$ cat config.mk
export PLATFORM = sky130hd
export DESIGN_NAME = pacman_mover_flat
export DESIGN_NICKNAME = d
export VERILOG_FILES = /design/src/rtl/pacman_mover_if.sv /design/src/rtl/pacman_mover.sv /design/src/flat_wrapper.sv
export SDC_FILE = /design/constraint.sdc
export NUM_CORES = 1
export LEC_CHECK = 0
export CAP_MARGIN = 30
export CORE_MARGIN = 1.5
export CORE_UTILIZATION = 55
export CTS_CLUSTER_DIAMETER = 40
export DETAILED_ROUTE_END_ITERATION = 16
export PLACE_DENSITY = 0.8
export SYNTH_ARGS = -nofsm -noshare
export SYNTH_HDL_FRONTEND = slang
export SYNTH_SLANG_ARGS = --single-unit
$ cat constraint.sdc
create_clock -name clk -period 7.6 [get_ports clk]
set_input_delay 0.76 -clock clk [delete_from_list [all_inputs] [get_ports clk]]
set_output_delay 0.76 -clock clk [all_outputs]
set_load 0.1 [all_outputs]
$ cat src/rtl/pacman_mover_if.sv
// Wall-ROM query bus between the Pac-Man position controller and the maze ROM.
// The ROM answers one cycle after the address is presented.
interface pacman_mover_if;
    logic [4:0] query_x;
    logic [4:0] query_y;
    logic       wall;

    modport master (
        output query_x,
        output query_y,
        input  wall
    );

    modport slave (
        input  query_x,
        input  query_y,
        output wall
    );
endinterface

$ cat src/rtl/pacman_mover.sv
// Tick-driven Pac-Man tile position controller with wall-ROM lookahead.
// Optional pre-turn buffering is enabled with `define PACMAN_TURN_BUFFER_EN.
module pacman_mover #(
    parameter int unsigned TICK_CYCLES = 5_000_000,
    parameter int unsigned COLS        = 19,
    parameter int unsigned ROWS        = 21,
    parameter int unsigned START_X     = 9,
    parameter int unsigned START_Y     = 15
) (
    input  logic                  clk,
    input  logic                  reset,
    input  logic                  gameover,
    input  logic                  dir_valid,
    input  logic [1:0]            dir_req,
    pacman_mover_if.master        rom,
    output logic [4:0]            pac_x,
    output logic [4:0]            pac_y,
    output logic [1:0]            pac_dir,
    output logic                  moved,
    output logic                  busy
);

    localparam int unsigned CW = (TICK_CYCLES > 2) ? $clog2(TICK_CYCLES) : 1;
    localparam logic [CW-1:0] TICK_LAST = CW'(TICK_CYCLES - 1);
    localparam logic [4:0]    COL_LAST  = 5'(COLS - 1);
    localparam logic [4:0]    ROW_LAST  = 5'(ROWS - 1);
    localparam logic [4:0]    RST_X     = 5'(START_X);
    localparam logic [4:0]    RST_Y     = 5'(START_Y);
    localparam logic [1:0]    DIR_LEFT  = 2'd2;

`ifdef PACMAN_TURN_BUFFER_EN
    localparam logic TURN_BUFFER = 1'b1;
`else
    localparam logic TURN_BUFFER = 1'b0;
`endif

    typedef enum logic [2:0] {
        IDLE  = 3'd0,
        Q_REQ = 3'd1,
        W_REQ = 3'd2,
        Q_CUR = 3'd3,
        W_CUR = 3'd4,
        MOVE  = 3'd5
    } state_t;

    typedef struct packed {
        logic       oob;
        logic [4:0] x;
        logic [4:0] y;
    } nbr_t;

    // Horizontal moves wrap through the tunnel; vertical moves off the maze are out of range.
    function automatic nbr_t neighbour(input logic [4:0] x, input logic [4:0] y,
                                       input logic [1:0] d);
        nbr_t n;
        n.oob = 1'b0;
        n.x   = x;
        n.y   = y;
        case (d)
            2'd0: n.x = (x == COL_LAST) ? 5'd0 : x + 5'd1;
            2'd1: begin
                if (y == 5'd0) n.oob = 1'b1;
                else           n.y   = y - 5'd1;
            end
            2'd2: n.x = (x == 5'd0) ? COL_LAST : x - 5'd1;
            2'd3: begin
                if (y == ROW_LAST) n.oob = 1'b1;
                else               n.y   = y + 5'd1;
            end
            default: n.oob = 1'b1;
        endcase
        return n;
    endfunction

    state_t        state_r;
    state_t        state_next_s;
    logic [CW-1:0] tick_cnt_r;
    logic          tick_s;
    logic          pend_valid_r;
    logic [1:0]    pend_dir_r;
    logic [4:0]    pac_x_r;
    logic [4:0]    pac_y_r;
    logic [1:0]    pac_dir_r;
    logic [4:0]    query_x_r;
    logic [4:0]    query_y_r;
    logic          oob_r;
    logic [1:0]    q_dir_r;
    logic          moved_r;
    logic          busy_r;
    logic          blocked_s;
    logic          q_load_s;
    logic [1:0]    q_dir_s;
    logic          commit_s;
    logic          adopt_s;
    logic          done_s;
    logic          pend_clr_s;
    nbr_t          nbr_s;

    assign tick_s     = (tick_cnt_r == TICK_LAST);
    assign blocked_s  = oob_r | rom.wall;
    assign nbr_s      = neighbour(pac_x_r, pac_y_r, q_dir_s);
    assign pend_clr_s = adopt_s | (done_s & ~TURN_BUFFER);

    // FSM state register
    always_ff @(posedge clk) begin
        if (reset) state_r <= IDLE;
        else       state_r <= state_next_s;
    end

    // FSM next-state logic; gameover aborts any evaluation in progress
    always_comb begin
        state_next_s = IDLE;
        case (state_r)
            IDLE: begin
                if (tick_s && !gameover) state_next_s = pend_valid_r ? Q_REQ : Q_CUR;
                else                     state_next_s = IDLE;
            end
            Q_REQ: state_next_s = gameover ? IDLE : W_REQ;
            W_REQ: begin
                if (gameover)       state_next_s = IDLE;
                else if (blocked_s) state_next_s = Q_CUR;
                else                state_next_s = MOVE;
            end
            Q_CUR: state_next_s = gameover ? IDLE : W_CUR;
            W_CUR: begin
                if (gameover || blocked_s) state_next_s = IDLE;
                else                       state_next_s = MOVE;
            end
            MOVE:    state_next_s = IDLE;
            default: state_next_s = IDLE;
        endcase
    end

    // FSM output strobes driving the query, pending and position registers
    always_comb begin
        q_load_s = 1'b0;
        q_dir_s  = pac_dir_r;
        commit_s = 1'b0;
        adopt_s  = 1'b0;
        done_s   = 1'b0;
        case (state_r)
            IDLE: begin
                if (state_next_s == Q_REQ) begin
                    q_load_s = 1'b1;
                    q_dir_s  = pend_dir_r;
                end else if (state_next_s == Q_CUR) begin
                    q_load_s = 1'b1;
                end else begin
                    q_load_s = 1'b0;
                end
            end
            W_REQ: begin
                if (state_next_s == Q_CUR)     q_load_s = 1'b1;
                else if (state_next_s == MOVE) adopt_s  = 1'b1;
                else                           done_s   = 1'b1;
            end
            Q_REQ, Q_CUR, W_CUR: begin
                done_s = (state_next_s == IDLE);
            end
            MOVE: begin
                commit_s = ~gameover;
                done_s   = 1'b1;
            end
            default: begin
                done_s = 1'b0;
            end
        endcase
    end

    // Game tick counter, frozen during gameover
    always_ff @(posedge clk) begin
        if (reset)          tick_cnt_r <= '0;
        else if (!gameover) tick_cnt_r <= tick_s ? '0 : tick_cnt_r + CW'(1);
        else                tick_cnt_r <= tick_cnt_r;
    end

    // Pending direction request; a fresh press beats a same-cycle clear
    always_ff @(posedge clk) begin
        if (reset) begin
            pend_valid_r <= 1'b0;
            pend_dir_r   <= 2'd0;
        end else if (dir_valid && !gameover) begin
            pend_valid_r <= 1'b1;
            pend_dir_r   <= dir_req;
        end else if (pend_clr_s) begin
            pend_valid_r <= 1'b0;
        end
    end

    // Query address, chosen heading and registered position outputs
    always_ff @(posedge clk) begin
        if (reset) begin
            query_x_r <= 5'd0;
            query_y_r <= 5'd0;
            oob_r     <= 1'b0;
            q_dir_r   <= DIR_LEFT;
            pac_x_r   <= RST_X;
            pac_y_r   <= RST_Y;
            pac_dir_r <= DIR_LEFT;
            moved_r   <= 1'b0;
            busy_r    <= 1'b0;
        end else begin
            moved_r <= commit_s;
            busy_r  <= (state_next_s != IDLE);
            if (q_load_s) begin
                query_x_r <= nbr_s.x;
                query_y_r <= nbr_s.y;
                oob_r     <= nbr_s.oob;
                q_dir_r   <= q_dir_s;
            end
            if (commit_s) begin
                pac_x_r   <= query_x_r;
                pac_y_r   <= query_y_r;
                pac_dir_r <= q_dir_r;
            end
        end
    end

    assign rom.query_x = query_x_r;
    assign rom.query_y = query_y_r;
    assign pac_x       = pac_x_r;
    assign pac_y       = pac_y_r;
    assign pac_dir     = pac_dir_r;
    assign moved       = moved_r;
    assign busy        = busy_r;

endmodule

$ cat src/flat_wrapper.sv
// flat-port wrapper written by rule: the top's interface ports become plain ports
module pacman_mover_flat 
#(
    parameter int unsigned TICK_CYCLES = 5_000_000,
    parameter int unsigned COLS        = 19,
    parameter int unsigned ROWS        = 21,
    parameter int unsigned START_X     = 9,
    parameter int unsigned START_Y     = 15
)
  (clk, reset, gameover, dir_valid, dir_req, pac_x, pac_y, pac_dir, moved, busy, rom_query_x, rom_query_y, rom_wall);
  pacman_mover_if rom_i ();
  input  logic clk;
  input  logic reset;
  input  logic gameover;
  input  logic dir_valid;
  input  logic [1:0] dir_req;
  output logic [4:0] pac_x;
  output logic [4:0] pac_y;
  output logic [1:0] pac_dir;
  output logic moved;
  output logic busy;
  output wire logic [$bits(rom_i.query_x)-1:0] rom_query_x;
  output wire logic [$bits(rom_i.query_y)-1:0] rom_query_y;
  input wire logic [$bits(rom_i.wall)-1:0] rom_wall;
  assign rom_query_x = rom_i.query_x;
  assign rom_query_y = rom_i.query_y;
  assign rom_i.wall = rom_wall;
  pacman_mover #(.TICK_CYCLES(TICK_CYCLES), .COLS(COLS), .ROWS(ROWS), .START_X(START_X), .START_Y(START_Y)) u_core (.clk(clk), .reset(reset), .gameover(gameover), .dir_valid(dir_valid), .dir_req(dir_req), .rom(rom_i), .pac_x(pac_x), .pac_y(pac_y), .pac_dir(pac_dir), .moved(moved), .busy(busy));
endmodule
==> qor.yml, run 1 <==
clock_tree:
  hold_buffers: 0
  cts_resized: 0
  cts_inserted_buffers: 5
  cts.sinks: 56
  tritoncts: "yes"
  clockBufferDepth: 2
  clk_pin_slew_ns: 0.09
  htree_levels: 2
  cts_setup_buffers: 0
  clock-root-buffer: "clkbuf_8"
  clock_latency_ns: 0.30
floorplanning:
  fp-row-count: 26
  ios: 31
  coreArea_sq_um: 5238
  die_w_um: 77.41
  die_area_sq_um: 5992
  die_y_um: 77.41
  start_util_pct: 58.15
logic_synthesis:
  synth_most_common_cell: "dfxtp_1"
  syn_nets: 384
  avgSynthCellArea_sq_um: 8.231
  synth_compound_area_share_pct: 14.13
  muxShareOfSynthArea_pct: 6.984
  synth_area_sq_um: 3045
  synth_top_cell_area_share_pct: 36.81
  synth_common_cells: "dfxtp_1, nor2_1, nand2_1"
  async_flop_share_pct: 0
  synth_seq_cells: 56
  synthTopCellsByArea: "dfxtp_1, nor2_1, mux2i_1"
  synth_edf_count: 0
  synth-adder-area-share_pct: 2.876
  synth_top_family_by_area: "simple AND/OR/NAND/NOR gates"
  synthXorXnorAreaFrac_pct: 6.327
  yosysWarnings: 0
  yosysUniqueCellTypes: 58
  yosys.area.top_type: "dfxtp_1"
  ys.flop_type: "dfxtp_1"
  synthSimpleGateAreaFrac_pct: 28.96
  syn_inst: 370
  yosysSeqAreaShare_pct: 36.81
cells_and_area:
  fillers: 454
  fin_area_sq_um: 3467
  nNetsFinal: 404
  diodes: 0
  drive_above_1_share_pct: 5.385
  syn_to_final_growth_pct: 13.85
setup_path:
  required_ns: 7.77
  cp-start-kind: "input pin"
  path_buf_inv: 1
  critical_path.endpoint_type: "register"
  slowest_stage: "mux2i_1"
  r2r-start: "u_core.tick_cnt_r[12]"
  cp_top_family: "multiplexers"
  crit_arrival_ns: 3.76
  worstSetupPathType: "input pin to register"
  cp_common_cell: "mux2i_1"
  cp_max_fo: 14
  slowest_delay_ns: 0.70
  critPathLaunch: "gameover"
  cp_cell_sequence: "clkdlybuf4s50_1 > and4b_1 > nand2_1 > nor4_4 > mux2i_1 > mux2i_1 > mux2i_1 > o311ai_0"
sta:
  rsz0062_at_grt: "false"
  setup_viol: 0
  period_needed_ns: 3.590
  clock.fmax_ghz: 0.2786
  worst_slew_pin_slew_ns: 0.9867
  clock_skew_ns: 0.009282
  fin_setup_tns_ns: 0
  period_share_pct: 47.23
  slew_headroom_pct: 34.01
  maxSlewViolCount: 0
  timing_hold_violations_final: 0
global_route:
  antenna_found_initial: 0
  grt_max_degree: 28
  gr-total-overflow: 0
  track_usage_pct: 22.93
  grt_pass1_vias: 2524
  grt_pass1_wl_mm: 11.30
routing:
  drc_errors: 0
  drtIter0Drc: 249
  routed_wl_mm: 6.486
  viasPerCell: 5.778
  detail-route-antenna-nets: 0
  vias: 2658
  wl_per_cell_um: 14.10
  firstDrtPassIters: 5
status:
  status: "finished, final reports clean"
pwr:
  vdd_ir_drop_max_mv: 0.07939
  leakagePower_nw: 1.323
  p_comb_share_pct: 3.5
  swShare_pct: 21.43
  p_seq_share_pct: 61.0
  p_clk_share_pct: 35.5
  p_per_area_nw_per_um2: 140.8
  p_sw_w: 0.0001046
  p_int_w: 0.0003834
  total_power_w: 0.0004880
placed_design:
  gp_congestion: 0.9300
  dpl-instance-area_sq_um: 3371
  port_buffers: 30
  hpwlAfterDp_mm: 4.581
run:
  max_cap_violations: 0
hold_path:
  hp-class: "register to register"
  holdCritStartpoint: "u_core.oob_r"
through the flow:
step                      hold WS, ns  std cells  worst slack (ns)  utilization, %
after floorplan                0.4323        370             4.826               -
after global placement         0.4561        453             3.806           64.36
after detailed placement       0.4561        453             3.718           64.36
after CTS                      0.4707        460             4.034           66.20
after global routing           0.4996        460             3.820           66.20
final                          0.4679        460             4.010           66.20
routing by layer:
| metal | part of all wire [%] | routed length (um) | vias to the layer above | global-route usage [%] |
|---|---|---|---|---|
| li1 | - | - | 1341 | - |
| met1 | 47 | 3021 | 1241 | 29.30 |
| met4 | 1.3 | 82 | 0 | 6.545 |
| met3 | 3.9 | 256 | 8 | 3.765 |
| met2 | 48 | 3126 | 68 | 39.74 |
| met5 | 0 | 0 | - | 0 |
layout by cell type (no fill, tap or decap), drive strengths merged, types with 6 or more instances in the layout:
master and n:
nor3 12, a21oi 24, xnor2 7, xor2 15, ha 7, inv 11, dfxtp 56, clkdlybuf4s50 30
mux2i 19, o211ai 6, nand2 37, o21ai 10, nor2 54, clkbuf 7, and2 6, nand3 17
nand4 7, nor2b 6
worst register-to-register path: stages (launching register included):
cell,delay (ns)
dfxtp_1,0.37
or4_1,0.53
or3_4,0.44
o31ai_1,0.26
and2_1,0.59
o2111ai_1,0.26
o211ai_1,0.26
a21oi_1,0.10
logic make-up after synthesis:
kind of cell / Yosys count
fa+ha+maj: 7
flops: 56
xor+xnor: 22
compound gates: 63
buf+inv: 30
mux: 21
simple gates: 171
sequential cells by signal, summed over array words and instances (netlist names), 2 cells and up:
register and flops:
u_core.pac_dir 2, u_core.q_dir_r 2, u_core.rom.query_x 5, u_core.rom.query_y 5, u_core.pac_y 5, u_core.state_r 3, u_core.tick_cnt_r 23, u_core.pend_dir_r 2
u_core.pac_x 5
final timing paths:
kind,to,slack (ns),cells past startpoint
max,u_core.rom.query_y[0],4.01,8
max reg2reg,u_core.rom.query_x[2],4.70,7
min,u_core.oob_r,0.47,2
min reg2reg,u_core.oob_r,0.47,2
final cells by class:
type	count	area, sq um	area share (%)
Multi-Input combinational cell	284	1805	52.07
Sequential cell	56	1121	32.33
Timing Repair Buffer	32	315.3	9.094
Clock buffer	7	96.34	2.779
Tap cell	70	87.58	2.526
Inverter	11	41.29	1.191
power by group through the flow:
| stage | combinational, W | sequential, W | clock, W |
|---|---|---|---|
| after floorplan | 0.0000109 | 0.000304 | 0 |
| after global placement | 0.0000168 | 0.000304 | 0 |
| after detailed placement | 0.0000173 | 0.000304 | 0 |
| after CTS | 0.0000173 | 0.000298 | 0.000177 |
| after global routing | 0.0000191 | 0.000298 | 0.000188 |
| final | 0.0000172 | 0.000298 | 0.000173 |
No activity file was read; power rests on OpenSTA's default activity.
==> run 2, diff against run 1 <==
--- a/config.mk
+++ b/config.mk
@@ -7,10 +7,10 @@
 export LEC_CHECK = 0
 export CAP_MARGIN = 30
 export CORE_MARGIN = 1.5
-export CORE_UTILIZATION = 55
+export CORE_UTILIZATION = 51
 export CTS_CLUSTER_DIAMETER = 40
 export DETAILED_ROUTE_END_ITERATION = 16
-export PLACE_DENSITY = 0.8
+export PLACE_DENSITY = 0.78
 export SYNTH_ARGS = -nofsm -noshare
 export SYNTH_HDL_FRONTEND = slang
 export SYNTH_SLANG_ARGS = --single-unit
==> constraint.sdc (replaced) <==
create_clock -name clk -period 3.3 [get_ports clk]
set_input_delay 0.33 -clock clk [delete_from_list [all_inputs] [get_ports clk]]
set_output_delay 0.33 -clock clk [all_outputs]
set_load 0.1 [all_outputs]
==> run 2 against run 1 <==
Count of clock-buffer cells in the layout fell by 1. Critical path depth fell by 1. Flip-flop and latch count did not move. Total power rose by 140%. Sequential power rose by 130%. Setup slack got worse by 3.5 ns. Die area rose by 7.5%. Final cell count rose by 2.0%.
==> qor.yml, run 2 (same netlist as run 1, synthesis figures left out) <==
clock_tree:
  cts_inserted_buffers: 5  # unchanged
  clk_pin_slew_ns: 0.10  # about the same
  cts.sinks: 56  # unchanged
  clock-root-buffer: "clkbuf_8"
  htree_levels: 2  # unchanged
  cts_resized: 0  # unchanged
  clockBufferDepth: 2  # unchanged
  cts_setup_buffers: 0  # unchanged
  tritoncts: "yes"
  clock_latency_ns: 0.31  # about the same
  hold_buffers: 0  # unchanged
sta:
  worst_slew_pin_slew_ns: 0.9783  # -0.008443 ns
  clock_skew_ns: 0.005664  # -0.003618 ns
  fin_setup_tns_ns: 0  # unchanged
  setup_viol: 0  # unchanged
  maxSlewViolCount: 0  # unchanged
  slew_headroom_pct: 34.58  # +0.56 points
  rsz0062_at_grt: "false"
  period_share_pct: 83.08
  period_needed_ns: 2.742
  timing_hold_violations_final: 0  # unchanged
  clock.fmax_ghz: 0.3648
setup_path:
  cp-start-kind: "register"
  required_ns: 3.50  # -4.27 ns
  cp_max_fo: 6  # -8
  worstSetupPathType: "register to register"
  crit_arrival_ns: 2.94  # -0.82 ns
  critical_path.endpoint_type: "register"
global_route:
  gr-total-overflow: 0  # unchanged
  track_usage_pct: 21.98  # -0.95 points
  grt_pass1_wl_mm: 11.34  # +0.36%
  grt_max_degree: 23  # -18%
  grt_pass1_vias: 2504  # -0.79%
  antenna_found_initial: 0  # unchanged
status:
  status: "finished, final reports clean"
routing:
  firstDrtPassIters: 5  # unchanged
  viasPerCell: 5.753  # -0.44%
  detail-route-antenna-nets: 0  # unchanged
  routed_wl_mm: 6.666  # +2.8%
  wl_per_cell_um: 14.21  # +0.80%
  drc_errors: 0  # unchanged
  drtIter0Drc: 175  # -30%
  vias: 2698  # +1.5%
pwr:
  p_per_area_nw_per_um2: 331.0  # +140%
  leakagePower_nw: 1.357  # +2.6%
  vdd_ir_drop_max_mv: 0.1605  # +100%
  swShare_pct: 21.01  # -0.42 points
  p_sw_w: 0.0002452  # +130%
  p_int_w: 0.0009218  # +140%
  p_seq_share_pct: 58.7  # -2.3 points
  p_clk_share_pct: 37.7  # +2.2 points
  p_comb_share_pct: 3.5  # about the same
cells_and_area:
  fin_util_pct: 62.50  # -3.7 points
  final_cells: 469  # +2.0%
  final_common_cell: "dfxtp_1"
  largest_reg_flops: 23  # unchanged
  top_register: "u_core.tick_cnt_r"
  drive_above_1_share_pct: 6.801  # +1.4 points
  diodes: 0  # unchanged
  nNetsFinal: 410  # +1.5%
  syn_to_final_growth_pct: 15.78
  most-common-layout-cells: "dfxtp_1, nor2_1, nand2_1"
placed_design:
  hpwlAfterDp_mm: 4.780  # +4.3%
  placed_cells: 461  # +1.8%
  gp_congestion: 0.9317  # +0.18%
  port_buffers: 30  # unchanged
floorplanning:
  start_util_pct: 53.98  # -4.2 points
  ios: 31  # unchanged
  coreArea_sq_um: 5642  # +7.7%
  die_area_sq_um: 6444  # +7.5%
  fp-row-count: 27  # +3.8%
  die_w_um: 80.28  # +3.7%
  die_y_um: 80.28  # +3.7%
hold_path:
  hp-class: "register to register"
run:
  max_cap_violations: 0  # unchanged
run 2: cell types whose count changed in the layout (fill, tap and decap cells not counted), sizes merged:
cell | before | now
buf | 2 | 8
bufinv | 0 | 1
clkinv | 0 | 1
clkbuf | 7 | 6
run 2: cell type report:
type | count | area (sq um)
Fill cell | 491 | 2116
Tap cell | 72 | 90.09
Clock buffer | 6 | 72.57
Sequential cell | 56 | 1121
Timing Repair Buffer | 38 | 360.3
Multi-Input combinational cell | 284 | 1805
Clock inverter | 2 | 35.03
Inverter | 11 | 41.29
run 2: worst paths after layout:
check	slack (ns)	from	endpoint	depth (start not counted)
max reg2reg	0.56	u_core.tick_cnt_r[12]	u_core.rom.query_x[0]	7
max	0.56	u_core.tick_cnt_r[12]	u_core.rom.query_x[0]	7
min	0.47	u_core.oob_r	u_core.oob_r	2
min reg2reg	0.47	u_core.oob_r	u_core.oob_r	2
run 2: stage by stage:
| step | hold WS (ns) | setup slack, ns | area [sq um] | power, W |
|---|---|---|---|---|
| 4_1_cts | 0.4702 | 0.5463 | 3526 | 0.001175 |
| 5_1_grt | 0.5035 | 0.3008 | 3526 | 0.001214 |
| 3_3_place_gp | 0.4532 | 0.5582 | 3418 | 0.0007413 |
| 2_1_floorplan | 0.4323 | 0.7842 | 3045 | 0.0007248 |
| 3_5_place_dp | 0.4581 | 0.4981 | 3418 | 0.0007424 |
| 6_report | 0.4686 | 0.5584 | 3526 | 0.001167 |
run 2: layer usage:
metal | vias up | wire (um) | global-route usage (%)
met4 | 0 | 76 | 5.000
met5 | - | 0 | 0
li1 | 1352 | - | -
met1 | 1296 | 3187 | 28.28
met2 | 42 | 3204 | 37.90
met3 | 8 | 197 | 4.091
run 2: critical path: stages, from the launching register on:
cell and delay, ns:
dfxtp_1 0.37, or4_1 0.53, or3_4 0.44, nor3_4 0.29, mux2i_1 0.49, nor2b_1 0.14, o311ai_1 0.29, a21oi_1 0.09
run 2: power by group through the flow:
| stage | logic [W] | registers (W) | clock network (W) |
|---|---|---|---|
| after detailed placement | 0.0000410 | 0.000701 | 0 |
| after floorplan | 0.0000251 | 0.000700 | 0 |
| after global placement | 0.0000401 | 0.000701 | 0 |
| after CTS | 0.0000413 | 0.000686 | 0.000448 |
| after global routing | 0.0000459 | 0.000687 | 0.000481 |
| final | 0.0000411 | 0.000686 | 0.000440 |
==> run 3, diff against run 2 <==
==> constraint.sdc (replaced) <==
create_clock -name clk -period 2.4 [get_ports clk]
set_input_delay 0.24 -clock clk [delete_from_list [all_inputs] [get_ports clk]]
set_output_delay 0.24 -clock clk [all_outputs]
set_load 0.1 [all_outputs]
==> run 3 against run 2 <==
The flow now finishes with violations (setup timing). Global-route usage is 1.3 points higher. First-iteration DRC count is 46% lower. Register-to-register slack worse by 0.64 ns. Count of clock-buffer cells in the layout is 1 higher. Flip-flop and latch count stayed put. Via count is 7.4% higher. Sequential share of layout area is 3.3 points lower. Design area is 12% higher. Largest cell class unchanged. Largest power group unchanged. Highest routed layer unchanged.
==> qor.yml, run 3 (same netlist as run 1, synthesis figures left out) <==
floorplanning:
  fp-row-count: 27  # unchanged
  ios: 31  # unchanged
  die_w_um: 80.28  # unchanged
  die_area_sq_um: 6444  # unchanged
  die_y_um: 80.28  # unchanged
  start_util_pct: 53.98  # unchanged
  coreArea_sq_um: 5642  # unchanged
sta:
  clock_skew_ns: 0.005216  # -0.0004482 ns
  fin_setup_tns_ns: -0.2737  # -0.2737 ns
  slew_headroom_pct: 64.77  # +30 points
  period_needed_ns: 2.482  # -0.2595 ns
  worst_slew_pin_slew_ns: 0.5273  # -0.4509 ns
  fin_ws_ns: -0.08203  # -0.6405 ns
  period_share_pct: 103.4  # +20 points
  setup_viol: 7  # +7
  maxSlewViolCount: 0  # unchanged
  timing_hold_violations_final: 0  # unchanged
  rsz0062_at_grt: "true"
  clock.fmax_ghz: 0.4029  # +10%
setup_path:
  critical_path.endpoint_type: "register"
  cp_top_family: "simple AND/OR/NAND/NOR gates"
  required_ns: 2.59  # -0.91 ns
  crit_arrival_ns: 2.68  # -0.26 ns
  endpoint: "u_core.rom.query_x[1]"
  slowest_stage: "or4b_4"
  worstSetupPathType: "register to register"
  cp_num_cells: 8  # +1
  cp_max_fo: 4  # -2
  slowest_delay_ns: 0.53  # about the same
  r2r-end: "u_core.rom.query_x[1]"
  r2r-start: "u_core.tick_cnt_r[17]"
  critPathLaunch: "u_core.tick_cnt_r[17]"
  path_buf_inv: 1  # +1
  cp_cell_sequence: "or4b_4 > or3_4 > nor3_4 > buf_6 > mux2i_4 > nor2_4 > a221oi_2 > a211oi_2"
  cp-start-kind: "register"
  r2r_slack_ns: -0.08  # -0.64 ns
  reg2regPathDepth: 8  # +1
pwr:
  vdd_ir_drop_max_mv: 0.4560  # +180%
  leakagePower_nw: 1.627  # +20%
  p_per_area_nw_per_um2: 424.8  # +28%
  total_power_w: 0.001681  # +44%
clock_tree:
  clock-root-buffer: "clkbuf_8"
  hold_buffers: 0  # unchanged
  htree_levels: 2  # unchanged
  cts.sinks: 56  # unchanged
  cts_inserted_buffers: 5  # unchanged
  clockBufferDepth: 2  # unchanged
  clock_latency_ns: 0.31  # about the same
  tritoncts: "yes"
  clk_pin_slew_ns: 0.10  # about the same
global_route:
  grt_max_degree: 27  # +17%
  antenna_found_initial: 0  # unchanged
  met1_usage_pct: 27.41  # -0.88 points
  use_met3_pct: 4.205  # +0.11 points
  grt_pass1_wl_mm: 11.98  # +5.7%
  gr-max-usage-layer: "met2"
  met2_usage_pct: 42.02  # +4.1 points
  gr-total-overflow: 0  # unchanged
  track_usage_pct: 23.32  # +1.3 points
  grt_pass1_vias: 2695  # +7.6%
routing:
  detail-route-antenna-nets: 0  # unchanged
  viasPerCell: 5.739  # -0.24%
  firstDrtPassIters: 4  # -1
  routed_wl_mm: 7.337  # +10%
  vias: 2898  # +7.4%
  wl_per_cell_um: 14.53  # +2.2%
  drc_errors: 0  # unchanged
  drtIter0Drc: 94  # -46%
cells_and_area:
  fin_area_sq_um: 3958  # +12%
  nNetsFinal: 446  # +8.8%
  syn_to_final_growth_pct: 29.95
  drive_above_1_share_pct: 27.25  # +20 points
  final_cells: 505  # +7.7%
  fillers: 414  # -16%
  final_common_cell: "buf_4"
  largest_reg_flops: 23  # unchanged
  most-common-layout-cells: "buf_4, nor2_1, dfxtp_1"
  diodes: 0  # unchanged
  top_register: "u_core.tick_cnt_r"
status:
  status: "finished, violations left"
  violations: "setup timing"
placed_design:
  gp_congestion: 0.8424  # -9.6%
  placed_cells: 492  # +6.7%
  dpl-instance-area_sq_um: 3613  # +5.7%
  port_buffers: 30  # unchanged
  hpwlAfterDp_mm: 5.012  # +4.9%
  dp_slack_ns: -0.1712  # -0.6692 ns
hold_path:
  hp-class: "register to register"
run:
  max_cap_violations: 0  # unchanged
run 3: tightest hold or removal path, delay by kind of cell, from the launching register on:
kind            cells  cell delay (ns)
flops               1             0.32
simple gates        1             0.06
compound gates      1             0.05
run 3: worst min-delay path by stage:
| stage | start | endpoint | cells after the start |
|---|---|---|---|
| final | u_core.oob_r | u_core.oob_r | 2 |
| after global placement | u_core.oob_r | u_core.oob_r | 2 |
| after CTS | u_core.oob_r | u_core.oob_r | 2 |
| after floorplan | dir_req[1] | u_core.pend_dir_r[1] | 2 |
| after global routing | u_core.oob_r | u_core.oob_r | 2 |
| after detailed placement | u_core.oob_r | u_core.oob_r | 2 |
run 3: timing repair:
action / CTS / global route
gates resized for setup: 16 / 23
setup endpoints to repair: 11 / 13
setup buffers: 4 / 1
pin swaps: 10 / 8
run 3: layout make-up:
type,count,area [sq um],area share [%]
clock inverter,1,30.03,0.7588
multi-input combinational,284,1984,50.14
inverter,11,41.29,1.043
sequential,56,1126,28.45
timing repair buffer,74,589.3,14.89
clock buffer,7,96.34,2.434
tap,72,90.09,2.276
run 3: power by group:
part           switching [W]  internal [W]  total [W]
sequential        0.00000678      0.000935   0.000941
clock               0.000303      0.000369   0.000672
combinational      0.0000396     0.0000282  0.0000678
total               0.000350       0.00133    0.00168
run 3: metal layers:
layer  vias to the layer above  wire length [um]
li1                       1436                 -
met1                      1374              3112
met2                        73              3765
met3                        15               327
met4                         0               131
met5                         -                 0
run 3: per-stage QoR:
step | utilization, % | hold WS (ns)
5_1_grt | 70.15 | 0.4903
4_1_cts | 68.22 | 0.4705
6_report | 70.15 | 0.4734
3_3_place_gp | 64.05 | 0.4427
3_5_place_dp | 64.05 | 0.4556
2_1_floorplan | - | 0.3760
